$ cat config.mk
export PLATFORM = sky130hd
export DESIGN_NAME = operand_scoreboard
export DESIGN_NICKNAME = d
export VERILOG_FILES = /design/src/rtl/scoreboard_pkg.sv /design/src/rtl/sb_countdown.sv /design/src/rtl/operand_scoreboard.sv
export SDC_FILE = /design/constraint.sdc
export NUM_CORES = 1
export LEC_CHECK = 0
export CAP_MARGIN = 15
export CORE_ASPECT_RATIO = 1.1
export CORE_MARGIN = 1.5
export CORE_UTILIZATION = 52
export DETAILED_ROUTE_END_ITERATION = 16
export MAX_ROUTING_LAYER = met4
export PLACE_DENSITY = 0.82
export SETUP_SLACK_MARGIN = 0.5
export SYNTH_ARGS = -nofsm -noshare
export SYNTH_HDL_FRONTEND = slang
export SYNTH_SLANG_ARGS = --single-unit
$ cat constraint.sdc
create_clock -name clock_i -period 2.95 [get_ports clock_i]
set_clock_uncertainty 0.15 [all_clocks]
set_input_delay 0.295 -clock clock_i [delete_from_list [all_inputs] [get_ports clock_i]]
set_output_delay 0.295 -clock clock_i [all_outputs]
set_load 0.02 [all_outputs]
$ cat src/rtl/scoreboard_pkg.sv
// rtl/scoreboard_pkg.sv - shared constants and helpers for the operand scoreboard
// Provides register-file geometry, the r0 index and the counter-width helper.
package scoreboard_pkg;

    localparam int REG_W    = 5;
    localparam int NUM_REGS = 32;

    localparam logic [REG_W-1:0] REG_ZERO = 5'd0;

    // Width needed to hold a countdown that starts at lat.
    function automatic int cnt_w(input int lat);
        return $clog2(lat + 1);
    endfunction

endpackage

$ cat src/rtl/sb_countdown.sv
// rtl/sb_countdown.sv - one loadable down-counter with a nonzero flag
// Ports:
//   clock_i     rising-edge clock
//   reset_i     asynchronous active-low reset
//   load_i      reload the counter with load_val_i this cycle
//   load_val_i  reload value
//   nonzero_o   counter is not zero (register still pending)
module sb_countdown #(
    parameter int W = 2
) (
    input  logic         clock_i,
    input  logic         reset_i,
    input  logic         load_i,
    input  logic [W-1:0] load_val_i,
    output logic         nonzero_o
);

    logic [W-1:0] cnt_q;
    logic [W-1:0] cnt_d;

    // A reload takes priority over the decrement in the same cycle.
    always_comb begin
        cnt_d = cnt_q;
        if (load_i) begin
            cnt_d = load_val_i;
        end else if (cnt_q != '0) begin
            cnt_d = cnt_q - W'(1);
        end
    end

    always_ff @(posedge clock_i or negedge reset_i) begin
        if (!reset_i) begin
            cnt_q <= '0;
        end else begin
            cnt_q <= cnt_d;
        end
    end

    assign nonzero_o = (cnt_q != '0);

endmodule

$ cat src/rtl/operand_scoreboard.sv
// rtl/operand_scoreboard.sv - decode-stage operand scoreboard for loads and mult/div
// Optional feature: define SCOREBOARD_MD_BYPASS_EN to let the md_done cycle
// already treat the mult/div destination as free for hazard checks.
// Ports:
//   clock_i, reset_i          clock, asynchronous active-low reset
//   id_valid_i                decode holds a valid instruction
//   id_rs_i, id_rt_i          source register indices
//   id_rd_i, id_wen_i         destination index and its write enable
//   id_is_load_i, id_is_md_i  instruction class
//   md_done_i                 mult/div unit completes this cycle
//   flush_i                   kill the instruction in decode
//   stall_o, issue_o          hold fetch/decode, qualified handoff to execute
//   busy_mask_o               per-register pending bits (bit 0 always 0)
//   md_busy_o                 a mult/div is outstanding
module operand_scoreboard
    import scoreboard_pkg::*;
#(
    parameter int LOAD_LAT = 2
) (
    input  logic                clock_i,
    input  logic                reset_i,
    input  logic                id_valid_i,
    input  logic [REG_W-1:0]    id_rs_i,
    input  logic [REG_W-1:0]    id_rt_i,
    input  logic [REG_W-1:0]    id_rd_i,
    input  logic                id_wen_i,
    input  logic                id_is_load_i,
    input  logic                id_is_md_i,
    input  logic                md_done_i,
    input  logic                flush_i,
    output logic                stall_o,
    output logic                issue_o,
    output logic [NUM_REGS-1:0] busy_mask_o,
    output logic                md_busy_o
);

    localparam int CW = cnt_w(LOAD_LAT);

    logic [NUM_REGS-1:0] cnt_nz;
    logic [NUM_REGS-1:0] load_hit;
    logic [NUM_REGS-1:0] hazard_mask;
    logic                md_busy_q, md_busy_d;
    logic [REG_W-1:0]    md_dst_q, md_dst_d;
    logic                md_clear_now;
    logic                md_eff;
    logic                raw, waw, structural;
    logic                ld_issue, md_set;

    // Load countdowns; r0 is never loaded so its counter stays at zero.
    for (genvar r = 0; r < NUM_REGS; r++) begin : g_cnt
        if (r == 0) begin : g_zero
            assign load_hit[r] = 1'b0;
        end else begin : g_reg
            assign load_hit[r] = ld_issue && (id_rd_i == REG_W'(r));
        end
        sb_countdown #(
            .W (CW)
        ) u_cnt (
            .clock_i    (clock_i),
            .reset_i    (reset_i),
            .load_i     (load_hit[r]),
            .load_val_i (CW'(LOAD_LAT)),
            .nonzero_o  (cnt_nz[r])
        );
    end

`ifdef SCOREBOARD_MD_BYPASS_EN
    assign md_clear_now = md_done_i;
`else
    assign md_clear_now = 1'b0;
`endif

    // md_eff is the mult/div busy state as seen by hazard checks; with the
    // bypass it already drops in the completion cycle.
    assign md_eff = md_busy_q & ~md_clear_now;

    always_comb begin
        busy_mask_o = cnt_nz;
        if (md_busy_q) begin
            busy_mask_o[md_dst_q] = 1'b1;
        end
        busy_mask_o[0] = 1'b0;
    end

    always_comb begin
        hazard_mask = cnt_nz;
        if (md_eff) begin
            hazard_mask[md_dst_q] = 1'b1;
        end
        hazard_mask[0] = 1'b0;
    end

    assign raw        = hazard_mask[id_rs_i] | hazard_mask[id_rt_i];
    assign waw        = id_wen_i & md_eff & (id_rd_i == md_dst_q);
    assign structural = id_is_md_i & md_eff;

    assign stall_o = id_valid_i & ~flush_i & (raw | waw | structural);
    assign issue_o = id_valid_i & ~stall_o & ~flush_i;

    assign ld_issue = issue_o & id_wen_i & id_is_load_i & (id_rd_i != REG_ZERO);
    assign md_set   = issue_o & id_wen_i & id_is_md_i & (id_rd_i != REG_ZERO);

    // A new mult/div issuing in the completion cycle wins over the clear.
    always_comb begin
        md_busy_d = md_busy_q;
        md_dst_d  = md_dst_q;
        if (md_set) begin
            md_busy_d = 1'b1;
            md_dst_d  = id_rd_i;
        end else if (md_done_i) begin
            md_busy_d = 1'b0;
        end
    end

    always_ff @(posedge clock_i or negedge reset_i) begin
        if (!reset_i) begin
            md_busy_q <= 1'b0;
            md_dst_q  <= REG_ZERO;
        end else begin
            md_busy_q <= md_busy_d;
            md_dst_q  <= md_dst_d;
        end
    end

    assign md_busy_o = md_busy_q;

endmodule

**Word-level counts from Yosys, hierarchy flattened**

Cells that the tools add are included.

- Register bits: 70
- Logic and storage cells: 288

- $add $sub $neg: 32
- Magnitude comparators: 4
- Equal/unequal tests: 32
- Multiplexer cells: 71
- Bitwise gates (word level): 18
- Reduce and logical (&&, ||, !) cells: 97

Operator list:

| kind | count |
|---|---|
| 2-bit nonzero test | 64 |
| 2-bit 2-to-1 mux | 62 |
| 5-bit equality test, second input constant | 16 |
| 2-bit by 1-bit subtractor with 2-bit output, second input constant | 32 |
| 5-bit by 4-bit equality test with 1-bit output, second input constant | 8 |
| 1-bit logical AND | 32 |
| 32-bit 2-to-1 mux | 1 |
| 32-bit bitwise OR | 1 |
| 5-bit by 3-bit equality test with 1-bit output, second input constant | 4 |
| 5-bit by 6-bit < comparator with 1-bit output, second input constant | 3 |
| 1-bit bitwise AND | 12 |
| 1-bit binary-select mux with 5-bit select | 2 |
| 5-bit by 2-bit equality test with 1-bit output, second input constant | 2 |
| 1-bit demux with 5-bit select | 1 |
| 5-bit by 1-bit equality test with 1-bit output, second input constant | 1 |
| 5-bit equality test | 1 |
| 5-bit by 1-bit greater-or-equal comparator with 1-bit output, second input constant | 1 |
| 1-bit 2-to-1 mux | 5 |
| 5-bit nonzero test | 1 |
| 1-bit bitwise OR | 3 |
| 1-bit NOT | 2 |

**Logic depth before layout (Yosys ltp)**

- Word-level depth: 20
- Mapped depth: 12

**Hierarchy**

Synthesis repeated with hierarchy kept, for this count alone.

- Cells, all modules: 678
- Area total of the unflattened synthesis: 5607.9 µm²

By module, submodules not included:

| module | times used | cells an instance | area an instance (µm²) | sequential area each (µm²) |
|---|---|---|---|---|
| sb_countdown (g_cnt[10].u_cnt ...) | 27 | 13 | 120.1 | 50.0 |
| operand_scoreboard | 1 | 275 | 1899.3 | 150.1 |
| sb_countdown (g_cnt[1].u_cnt ...) | 4 | 13 | 116.4 | 50.0 |

**Least setup slack after synthesis**

No wires, ideal clock.

- Path type: register to output
- Start: reg md_busy_q (netlist: md_busy_o)
- End: out stall_o
- Data arrival time: 3.019 ns
- Path slack: -0.514 ns
- Stages on the path, launching flop included: 11
- Buffers on the path: 2
- Cells stage by stage: dfrtp_1 -> buf_4 -> or4bb_2 -> o21ai_0 -> mux2i_1 -> o31ai_1 -> or3_1 -> a311o_2 -> nor2_2 -> buf_2 -> nor2_1

- Cells in the longest elaborated chain, start to end: 7
- Elaborated cells between the ends (all ways): 12
- Classes of those cells: mux (5); bitwise (7)

RTL lines:

| item | line | RTL |
|---|---|---|
| start, declared | operand_scoreboard.sv:42 | `logic md_busy_q, md_busy_d;` |
| start signal, assigned | operand_scoreboard.sv:120 | `md_busy_q <= md_busy_d;` |
| 32-bit 2-to-1 mux (*) | n/a |  |
| via busy_mask_o[17] | operand_scoreboard.sv:33 | `output logic [NUM_REGS-1:0] busy_mask_o,` |
| 1-bit binary-select mux with 5-bit select | operand_scoreboard.sv:93 | `assign raw = hazard_mask[id_rs_i] \| hazard_mask[id_rt_i];` |
| 1-bit 2-to-1 mux (implied by the code) | operand_scoreboard.sv:93 |  |
| 1-bit bitwise OR (*) | operand_scoreboard.sv:93 |  |
| 1-bit bitwise OR (*) (2 in series) | operand_scoreboard.sv:97 | `assign stall_o = id_valid_i & ~flush_i & (raw \| waw \| structural);` |
| 1-bit bitwise AND (*) | operand_scoreboard.sv:97 |  |
| end, declared | operand_scoreboard.sv:31 | `output logic stall_o,` |

Mark *: on every way through the listed nets, which the timed path passes. The rest lies on a longest branch. The select of a mux whose other input is x is not followed.

**Final worst setup path**

- Start: reg md_dst_q[3]
- End: out issue_o

- Cells in the longest elaborated chain, start to end: 15
- Elaborated cells between the ends (all ways): 20
- Classes of those cells: order compare (2); eq/ne (1); mux (7); bitwise (9); reduce/logical (1)

RTL lines:

| item | line | RTL |
|---|---|---|
| start, declared | operand_scoreboard.sv:43 | `logic [REG_W-1:0] md_dst_q, md_dst_d;` |
| start signal, assigned | operand_scoreboard.sv:121 | `md_dst_q <= md_dst_d;` |
| 5-bit by 6-bit < comparator with 1-bit output (implied by the code) or 5-bit by 1-bit greater-or-equal comparator with 1-bit output (tied branches) | operand_scoreboard.sv:88 | `hazard_mask[md_dst_q] = 1'b1;` |
| 1-bit logical AND (implied by the code) | operand_scoreboard.sv:88 |  |
| 1-bit 2-to-1 mux (implied by the code) | operand_scoreboard.sv:88 |  |
| 1-bit demux with 5-bit select | operand_scoreboard.sv:88 |  |
| 32-bit bitwise OR (no source line) | n/a |  |
| 32-bit 2-to-1 mux | operand_scoreboard.sv:87 | `if (md_eff) begin` |
| 1-bit binary-select mux with 5-bit select | operand_scoreboard.sv:93 |  |
| 1-bit 2-to-1 mux (implied by the code) | operand_scoreboard.sv:93 |  |
| 1-bit bitwise OR | operand_scoreboard.sv:93 |  |
| 1-bit bitwise OR (*) (2 in series) | operand_scoreboard.sv:97 |  |
| 1-bit bitwise AND (*) | operand_scoreboard.sv:97 |  |
| 1-bit NOT (*) | operand_scoreboard.sv:98 | `assign issue_o = id_valid_i & ~stall_o & ~flush_i;` |
| 1-bit bitwise AND (*) (2 in series) | operand_scoreboard.sv:98 |  |
| end, declared | operand_scoreboard.sv:32 | `output logic issue_o,` |

Every way passes the cells marked *; elsewhere a longest branch is shown, timed or not. The select of a mux whose other input is x is not followed.

==> flow_metrics.tcl <==
set metrics [dict create \
    outcome "finished with violations" \
    violations "negative setup slack" \
    cts_root_buffer "clkbuf_8" \
    design.core.area_um2 9305 \
    dr.pass1.iters 5 \
    holdPathStages 1 \
    synth_area_per_cell_um2 8.591 \
    start_util_pct 53.27 \
    ys_top_cells_by_count "70 x inv_1, 68 x dfrtp_1, 56 x nor2_1, 42 x a21oi_1, 32 x o21ai_0" \
    finish.utilization_pct 81.12 \
    hpwl_um 13660 \
    synth-seq-cells 68 \
    drv_slew 0 \
    overflow 0 \
    synth_area_leaders "dfrtp_1 34%, ha_1 7.8%, inv_1 5.3%, xor2_1 5.1%, a21oi_1 4.2%" \
    arrival_ns 2.92 \
    slew_headroom_pct 48.76 \
    post-route-period-util_pct 114.2 \
    p_per_area_nw_per_um2 1165 \
    clockBufferDepth 2 \
    yosysUniqueCellTypes 60 \
    critPathLaunchType "flip-flop" \
    via_per_inst 6.214 \
    antenna_found_initial 0 \
    grt_start_max_net_pins 32 \
    vias 5680 \
    r2r_start "g_cnt[9].u_cnt.cnt_q[0]" \
    num_io_pins 58 \
    intPower_mw 4.818 \
    hold_path_class "flip-flop to flip-flop" \
    rows 37 \
    wire_per_inst_um 21.80 \
    place_congestion 1.055 \
    synth_most_common_cell "inv_1" \
    area_delta_synth_final_pct 52.27 \
    mappedNetlistArea_um2 4957 \
    netlist.area_leader.share_pct 34.33 \
    worst_slack_ns -0.4186 \
    endpoint_kind "output port" \
    ys_async_sr_fraction_pct 100.0 \
    die_x_um 96.10 \
    rsz0062_at_grt "yes" \
    grt_pass1_vias 5780 \
    clk_latency_ns 0.37 \
    setup_viol 53 \
    combPwrFrac_pct 71.8 \
    power_switching_share_pct 45.20 \
    timing.max_cap.violations 0 \
    cp.required_ns 2.51 \
    tightest_slew_ns 0.7686 \
    grt_pass1_wl_um 29920 \
    timing.hold.ws_ns 0.3434 \
    hold_start "g_cnt[3].u_cnt.cnt_q[1]" \
    final_antenna_net_count 0 \
    finalHoldViolations 0 \
    worst_r2r_path_depth 12 \
    yosysWarnings 0 \
    setup-tns-final_ns -9.649 \
    total_power_mw 8.792 \
    yosysSeqAreaShare_pct 34.33 \
    clock.fmax_ghz 0.2969 \
    post-route-min-period_ns 3.369 \
    cts.sinks 68 \
    synth_edf_count 0 \
    grt_use_total_pct 40.89 \
    cp-startpoint "md_dst_q[3]" \
    synthCells 577 \
    cts_tree "built" \
    cts.htree.levels 3 \
    place_area_um2 6755 \
    pwr-share-seq_pct 19.9 \
    drt-initial-drc-count 629 \
    worstSetupPathType "flip-flop to output port" \
    synth_ff_type "dfrtp_1" \
    die_y_um 105.4 \
    p_leak_nw 3.512 \
    max-vdd-ir-drop_v 0.0008404 \
    wirelength_um 19920 \
    yosysTopAreaCell "dfrtp_1" \
    cts_made_buffers 9 \
    drive_gt1_share_pct 37.89 \
    diodes 0 \
    fp.dieArea_um2 10130 \
    p_sw_mw 3.974 \
    syn-num-nets 631 \
    finish.instance_area_um2 7548 \
    drcViolationCount 0 \
    path_clk_slew_ns 0.08 \
    io_buffers 56 \
    clkPwrFrac_pct 8.3 \
    layout.nets 846 \
    cp_max_fo 5 \
]
-- worst paths after layout --
check                                      endpoint  slack, ns
max                                         issue_o      -0.42
min                         g_cnt[3].u_cnt.cnt_q[1]       0.34
max reg2reg                g_cnt[13].u_cnt.cnt_q[1]      -0.32
min reg2reg                 g_cnt[3].u_cnt.cnt_q[1]       0.34
max in group asynchronous  g_cnt[11].u_cnt.cnt_q[0]       1.46
min in group asynchronous               md_dst_q[3]       0.38
-- cell type report --
| class | count | area, µm² |
|---|---|---|
| sequential | 68 | 1705 |
| inverter | 71 | 266.5 |
| timing repair buffer | 234 | 2021 |
| tap | 117 | 146.4 |
| multi-input combinational | 408 | 3231 |
| clock inverter | 5 | 37.54 |
| clock buffer | 11 | 141.4 |
| fill | 563 | 1757 |
-- critical path, cell delays in order (launching register included) --
cell and delay, ns:
dfrtp_1 0.41, buf_6 0.14, or4b_4 0.61, o21ai_4 0.19, mux2i_1 0.10, or4_1 0.40
a31oi_1 0.20, a311o_2 0.17, or2_4 0.15, nor2_4 0.03, buf_6 0.13
-- cell families after synthesis --
| family | after synthesis | share of synthesized area [%] |
|---|---|---|
| muxes | 22 | 4.998 |
| AOI/OAI and AO/OA | 172 | 22.31 |
| and+or+nand+nor | 144 | 14.59 |
| adders and majority gates | 31 | 7.824 |
| other | 1 | 0.07565 |
| DFF | 68 | 34.33 |
| buffers and inverters | 101 | 9.162 |
| xor gates and xnor gates | 38 | 6.714 |
-- per-stage QoR --
| step | setup WS [ns] | std cells |
|---|---|---|
| after global placement | -0.6738 | 876 |
| after detailed placement | -0.6975 | 876 |
| after CTS | -0.3483 | 905 |
| after global routing | -0.4573 | 914 |
| final | -0.4186 | 914 |
| after floorplan | -0.09366 | 577 |
-- metal layers --
| layer | track usage [%] | up-vias | share of wire (%) |
|---|---|---|---|
| met4 | 21.32 | 0 | 6.5 |
| met2 | 64.19 | 372 | 48 |
| met5 | - | - | 0 |
| met1 | 49.86 | 2717 | 37 |
| li1 | - | 2481 | - |
| met3 | 6.926 | 110 | 8.5 |
-- power by group through the flow --
stage | Sequential (mW) | Combinational [mW] | Clock, mW
6_report | 1.75 | 6.31 | 0.727
5_1_grt | 1.80 | 6.75 | 0.760
4_1_cts | 1.73 | 5.76 | 0.721
3_5_place_dp | 1.73 | 5.40 | 0
3_3_place_gp | 1.69 | 5.11 | 0
2_1_floorplan | 1.68 | 3.02 | 0
-- placed cells by master (no fill, tap or decap), types with 14 or more instances in the layout --
cell,synthesis,final
nand2_1,17,16
a21oi_1,42,41
nor2_1,56,53
dfrtp_1,68,65
xor2_1,29,29
o21ai_2,2,18
clkdlybuf4s50_1,0,22
a31oi_1,14,14
ha_1,31,28
nand3_1,16,15
o31ai_2,0,18
buf_6,5,21
inv_1,70,70
buf_4,8,158
-- sequential cells by signal (all words and copies together), names as in the netlist --
| register | count |
|---|---|
| g_cnt.u_cnt.cnt_q | 62 |
| md_dst_q | 5 |
| md_busy_o | 1 |
-- repair_timing --
action	CTS	global route
gates resized for setup	137	71
setup endpoints to repair	101	85
hold buffers	1	0
pin swaps	9	5
gates cloned	3	2
hold endpoints to repair	29	0
buffers inserted	9	7
(Power assumes the default switching activity.)
